==> config.mk <==
export PLATFORM = sky130hd
export DESIGN_NAME = serial_rx
export DESIGN_NICKNAME = d
export VERILOG_FILES = /design/src/rtl/serial_rx.sv
export SDC_FILE = /design/constraint.sdc
export NUM_CORES = 1
export LEC_CHECK = 0
export CORE_UTILIZATION = 50
export DETAILED_ROUTE_END_ITERATION = 10
export GPL_TIMING_DRIVEN = 1
export PLACE_DENSITY = 0.78
export SLEW_MARGIN = 20
export SYNTH_ARGS = -nofsm -noshare
export SYNTH_HDL_FRONTEND = slang
export SYNTH_SLANG_ARGS = --single-unit
==> constraint.sdc <==
create_clock -name clk -period 5.1 [get_ports clk]
set_input_delay 0.765 -clock clk [delete_from_list [all_inputs] [get_ports clk]]
set_output_delay 0.765 -clock clk [all_outputs]
set_load 0.01 [all_outputs]
==> src/rtl/serial_rx.sv <==
// Two-wire (sck/sda) serial receiver: synchronises the link, detects start/stop
// conditions and deserialises MSB-first words with a one-cycle valid strobe.
module serial_rx #(
   parameter int DATA_W      = 8,
   parameter int SYNC_STAGES = 2
) (
   input  logic              clk,
   input  logic              rst,
   input  logic              sck,
   input  logic              sda,
   output logic [DATA_W-1:0] data,
   output logic              valid,
   output logic              busy,
   output logic              frame_err,
   output logic [7:0]        byte_cnt
);

   localparam int CNT_W = (DATA_W > 1) ? $clog2(DATA_W) : 1;
   localparam logic [CNT_W-1:0] LAST_BIT = CNT_W'(DATA_W - 1);

   typedef enum logic {IDLE, RECV} state_t;

   logic [SYNC_STAGES-1:0] sck_sync_q, sda_sync_q;
   logic                   sck_q, sda_q;
   logic                   sck_s, sda_s;
   logic                   rise, start, stop;

   state_t                 state_q, state_d;
   logic [CNT_W-1:0]       bit_cnt_q, bit_cnt_d;
   logic [DATA_W-2:0]      shift_q, shift_d;
   logic [DATA_W-1:0]      word;
   logic [DATA_W-1:0]      data_q, data_d;
   logic                   valid_q, valid_d;
   logic                   frame_err_q, frame_err_d;
   logic [7:0]             byte_cnt_q, byte_cnt_d;

   // Synchronisers reset high so a released reset never fakes an event on an idle bus.
   always_ff @(posedge clk) begin
      if (rst) begin
         sck_sync_q <= '1;
         sda_sync_q <= '1;
         sck_q      <= 1'b1;
         sda_q      <= 1'b1;
      end else begin
         sck_sync_q <= {sck_sync_q[SYNC_STAGES-2:0], sck};
         sda_sync_q <= {sda_sync_q[SYNC_STAGES-2:0], sda};
         sck_q      <= sck_s;
         sda_q      <= sda_s;
      end
   end

   assign sck_s = sck_sync_q[SYNC_STAGES-1];
   assign sda_s = sda_sync_q[SYNC_STAGES-1];

   assign rise  = sck_s & ~sck_q;
   assign start = sck_s & sck_q & ~sda_s & sda_q;
   assign stop  = sck_s & sck_q & sda_s & ~sda_q;

   // Only DATA_W-1 bits are ever held; the final bit joins them straight into data.
   assign word = {shift_q, sda_s};

   always_ff @(posedge clk) begin
      if (rst) begin
         state_q     <= IDLE;
         bit_cnt_q   <= '0;
         shift_q     <= '0;
         data_q      <= '0;
         valid_q     <= 1'b0;
         frame_err_q <= 1'b0;
         byte_cnt_q  <= '0;
      end else begin
         state_q     <= state_d;
         bit_cnt_q   <= bit_cnt_d;
         shift_q     <= shift_d;
         data_q      <= data_d;
         valid_q     <= valid_d;
         frame_err_q <= frame_err_d;
         byte_cnt_q  <= byte_cnt_d;
      end
   end

   always_comb begin
      state_d = state_q;
      case (state_q)
         IDLE:    if (start) state_d = RECV;
         RECV:    if (stop)  state_d = IDLE;
         default: state_d = IDLE;
      endcase
   end

   always_comb begin
      bit_cnt_d   = bit_cnt_q;
      shift_d     = shift_q;
      data_d      = data_q;
      valid_d     = 1'b0;
      frame_err_d = 1'b0;
      byte_cnt_d  = byte_cnt_q;
      if (state_q == IDLE) begin
         if (start) begin
            bit_cnt_d  = '0;
            shift_d    = '0;
            byte_cnt_d = '0;
         end
      end else if (rise) begin
         shift_d = word[DATA_W-2:0];
         if (bit_cnt_q == LAST_BIT) begin
            data_d     = word;
            valid_d    = 1'b1;
            bit_cnt_d  = '0;
            byte_cnt_d = (byte_cnt_q == 8'hFF) ? byte_cnt_q : byte_cnt_q + 8'd1;
         end else begin
            bit_cnt_d = bit_cnt_q + 1'b1;
         end
      end else if (stop) begin
         frame_err_d = (bit_cnt_q != '0);
      end else if (start) begin
         // Repeated start: a partial word is abandoned and the frame restarts.
         frame_err_d = (bit_cnt_q != '0);
         bit_cnt_d   = '0;
         shift_d     = '0;
         byte_cnt_d  = '0;
      end
   end

   assign data      = data_q;
   assign valid     = valid_q;
   assign frame_err = frame_err_q;
   assign byte_cnt  = byte_cnt_q;
   assign busy      = (state_q == RECV);

endmodule

==> run summary <==
After detailed routing, the average wire length per cell comes to 13.51 um. Leaving out fill and tap cells, the most frequent cell in the layout is sky130_fd_sc_hd__dfxtp_1. The leakage dissipation is 0.0006493 uW, and the placed wire-length estimate after detailed placement is 2.030 mm. The finished cells cover 1773 sq um. On the critical path, the stage with the largest delay is an instance of sky130_fd_sc_hd__clkdlybuf4s50_1.

The clock edge transition at the registers on the reported setup and hold paths was 0.11 ns. For the worst-skew pair, the clock arrives at the later sink with an insertion delay of 0.34 ns. Once the floorplan was initialized, standard cells occupied 52.90% of the core. The worst hold path belongs to the class reg2reg. The count of buffers added on input and output ports is 22.

Once detail routing completed, the nets flagged for antenna violations numbered 0. The Yosys step of the flow raised 0 warnings. The met1 usage in global routing is 26.18%, and the synthesized flop and latch total is 35.

The minimum clock period after layout is 2.475 ns, and the number of nets in the final layout is 195. Cells with a size suffix above 1 make up 10.64% of the layout. For this block, the routed nets add up to 2.959 mm of wire. After clock tree synthesis, the setup repair step added 0 buffers. Routability-driven placement finished with a final weighted congestion of 0.8022. Among cell families on the critical path, the largest total delay comes from buffers and inverters.

The total inserted antenna cells is 0. In the routed layout, each cell is associated on average with a via count of 5.735. Summing over every cut layer, the via total after detailed routing is 1256. The pin slew with the least headroom to its limit came out at 0.9784 ns.

The count of boundary I/O pins is 23, and the total of cells resized after clock tree synthesis is 0. The run finished with clean final reports. The via count of the first global-routing pass was 1102. STA classifies the critical path startpoint as an input port.

Measured against its own limit, the worst slew margin works out to 34.57%. For this block, the initial DRC count from the detailed router was 47. Along the worst path, the maximum fanout reaches 31.

On the worst path, the slowest cell contributes a delay of 1.11 ns. The deepest clock path buffer count was 2. The logs give 0.4183 ns for the final-layout worst hold slack and 0.2398 mV for the peak ir drop on the vdd network. The average instance area after synthesis was 8.811 sq um. Walking the worst path, the cells encountered are clkdlybuf4s50_1 -> inv_1 -> and4_1 -> a311o_2. After layout, the design draws a total of 494.5 uW. Counting the buffers created by CTS gives 5.

The run gives 167 as the number of standard cells after synthesis. The worst setup path is captured at a flip-flop. Compared with the post-synthesis result, the final layout area differs by 20.49%. Entering global routing, the biggest net connects 32 pins.

Dividing total power by cell area gives a power density of 278.9 nW/um^2. The run gives 0 as the total count of max-transition violations in the final report. Of the available clock period, the critical path in the final layout requires 48.52%. In the layout the commonest cells are sky130_fd_sc_hd__dfxtp_1 (35), sky130_fd_sc_hd__nand2_1 (22), sky130_fd_sc_hd__clkdlybuf4s50_1 (22). The tools report the total count of hold-check failures in the final report as 0. For the final routed database, the setup TNS stands at 0 ns.

Number of setup violations in the final report: 0. For the timing-limited maximum frequency, the log shows 404.1 MHz. For this run, design rule violations remaining after detail routing come to 0. The global-route wire length before repair is 4.981 mm. The clock sink total is 35, and the net count after synthesis is 175. The critical path required time came out at 5.33 ns. The first detailed-routing pass ran for 4 iterations.

TritonCTS built the clock tree. Data on the critical path arrives at its endpoint at 2.71 ns. Across the run, the number of max-cap violations was 0. Of the synthesized area, sequential elements account for 47.62%.

The run gives 0 as the hold-fix buffer count after cts. Clock tree synthesis selected as its root buffer the cell sky130_fd_sc_hd__clkbuf_4. Setup repair after global routing left no endpoint under its margin. Clock skew on the completed layout was measured at 0.004520 ns.

The cell area that synthesis handed to floorplanning was 1471 sq um. The core region is 2781 sq um. Initial antenna violation count: 0. In this run the core area contains 19 standard-cell rows. The die covers 3164 sq um. The run gives 0 as the remaining global-route overflow. The clock tree synthesis step divided the H-tree into 2 levels. Synthesis instantiated 36 different standard cells from the library.

Measured along the y axis, the die boundary spans 56.25 um. Global routing used 20.43% of the available tracks across all layers. The worst setup path is of the in2reg kind. The horizontal die dimension is 56.25 um.

In the global route stage, met3 resource usage came out at 6.512%. Layer with the highest usage: met2. The logs give 1692 sq um for the post-place instance area and 31.80% for the met2 usage.

The critical path contains buffers and inverters numbering 2 combined.
==> stage by stage <==
step           setup WS, ns  utilization (%)  std cells
6_report              2.625            63.74        219
3_3_place_gp          2.365            60.82        211
2_1_floorplan         3.441                -        167
4_1_cts               2.641            63.74        219
3_5_place_dp          2.290            60.82        211
5_1_grt               2.468            63.74        219
==> registers in the layout, summed over array words and instances, names as in the netlist, 2 cells and up <==
| register | flops |
|---|---|
| bit_cnt_q | 3 |
| sda_sync_q | 2 |
| sck_sync_q | 2 |
| data | 8 |
| shift_q | 7 |
| byte_cnt | 8 |
==> power breakdown <==
part           internal (uW)  total [uW]  switching [uW]
sequential               276         279            3.35
clock                    103         200            97.0
combinational           6.58        15.5            8.92
==> final timing paths <==
check | cells after the start | end | startpoint | slack (ns)
hold / removal | 1 | sck_sync_q[1]$_SDFF_PP1_ | sck_sync_q[0]$_SDFF_PP1_ | 0.42
hold reg to reg | 1 | sck_sync_q[1]$_SDFF_PP1_ | sck_sync_q[0]$_SDFF_PP1_ | 0.42
setup / recovery | 4 | byte_cnt[7]$_SDFFE_PP0P_ | rst | 2.63
setup reg to reg | 4 | byte_cnt[5]$_SDFFE_PP0P_ | sck_q$_SDFF_PP1_ | 2.96
==> per-layer routing <==
| layer | up-vias | share of wire (%) |
|---|---|---|
| met5 | - | 0 |
| met3 | 6 | 4.9 |
| met4 | 0 | 1.4 |
| li1 | 633 | - |
| met1 | 579 | 47 |
| met2 | 38 | 47 |
==> cell type report <==
type,count,area [sq um]
inverter,5,18.77
clock inverter,3,43.79
clock buffer,5,37.54
sequential,35,700.7
fill,243,1008
timing repair buffer,22,220.2
tap,31,38.79
multi-input combinational,118,713.2
==> synth_stat cells <==
cell	instances	area share, %
sky130_fd_sc_hd__buf_2	4	1.4
sky130_fd_sc_hd__a221oi_1	1	0.60
sky130_fd_sc_hd__or2_2	8	3.4
sky130_fd_sc_hd__nor2_1	18	4.6
sky130_fd_sc_hd__a21oi_1	12	4.1
sky130_fd_sc_hd__a22oi_1	10	5.1
sky130_fd_sc_hd__o41ai_1	1	0.60
sky130_fd_sc_hd__nand4b_4	1	1.6
sky130_fd_sc_hd__nor2b_1	2	0.85
sky130_fd_sc_hd__o21a_1	1	0.51
sky130_fd_sc_hd__nand4_1	2	0.85
sky130_fd_sc_hd__a21o_2	1	0.60
sky130_fd_sc_hd__nor3_1	3	1.0
sky130_fd_sc_hd__o21bai_1	1	0.51
sky130_fd_sc_hd__a311o_2	1	0.77
sky130_fd_sc_hd__and3b_1	1	0.60
sky130_fd_sc_hd__a41oi_1	2	1.2
sky130_fd_sc_hd__or4b_1	1	0.68
sky130_fd_sc_hd__and4_1	1	0.60
sky130_fd_sc_hd__ha_1	4	3.4
sky130_fd_sc_hd__or2_0	1	0.43
sky130_fd_sc_hd__a211oi_1	1	0.51
sky130_fd_sc_hd__nand4b_1	1	0.60
sky130_fd_sc_hd__nand2b_1	2	0.85
sky130_fd_sc_hd__a32oi_1	1	0.60
sky130_fd_sc_hd__or4_1	1	0.51
sky130_fd_sc_hd__clkbuf_1	5	1.3
sky130_fd_sc_hd__and4b_1	2	1.4
sky130_fd_sc_hd__nand3_1	3	1.0
sky130_fd_sc_hd__a31oi_1	4	1.7
sky130_fd_sc_hd__o21ai_0	7	2.4
sky130_fd_sc_hd__dfxtp_1	35	48
sky130_fd_sc_hd__inv_1	5	1.3
sky130_fd_sc_hd__nand4_2	1	0.85
sky130_fd_sc_hd__a21boi_1	1	0.51
sky130_fd_sc_hd__nand2_1	22	5.6
==> cell families after synthesis <==
group                    synth area share (%)
AND/OR/NAND/NOR                         25.42
AO/OA/AOI/OAI                           19.64
flip-flops                              47.62
buffers and inverters                   3.912
adder cells (fa/ha/maj)                 3.401
(Power assumes the default switching activity.)
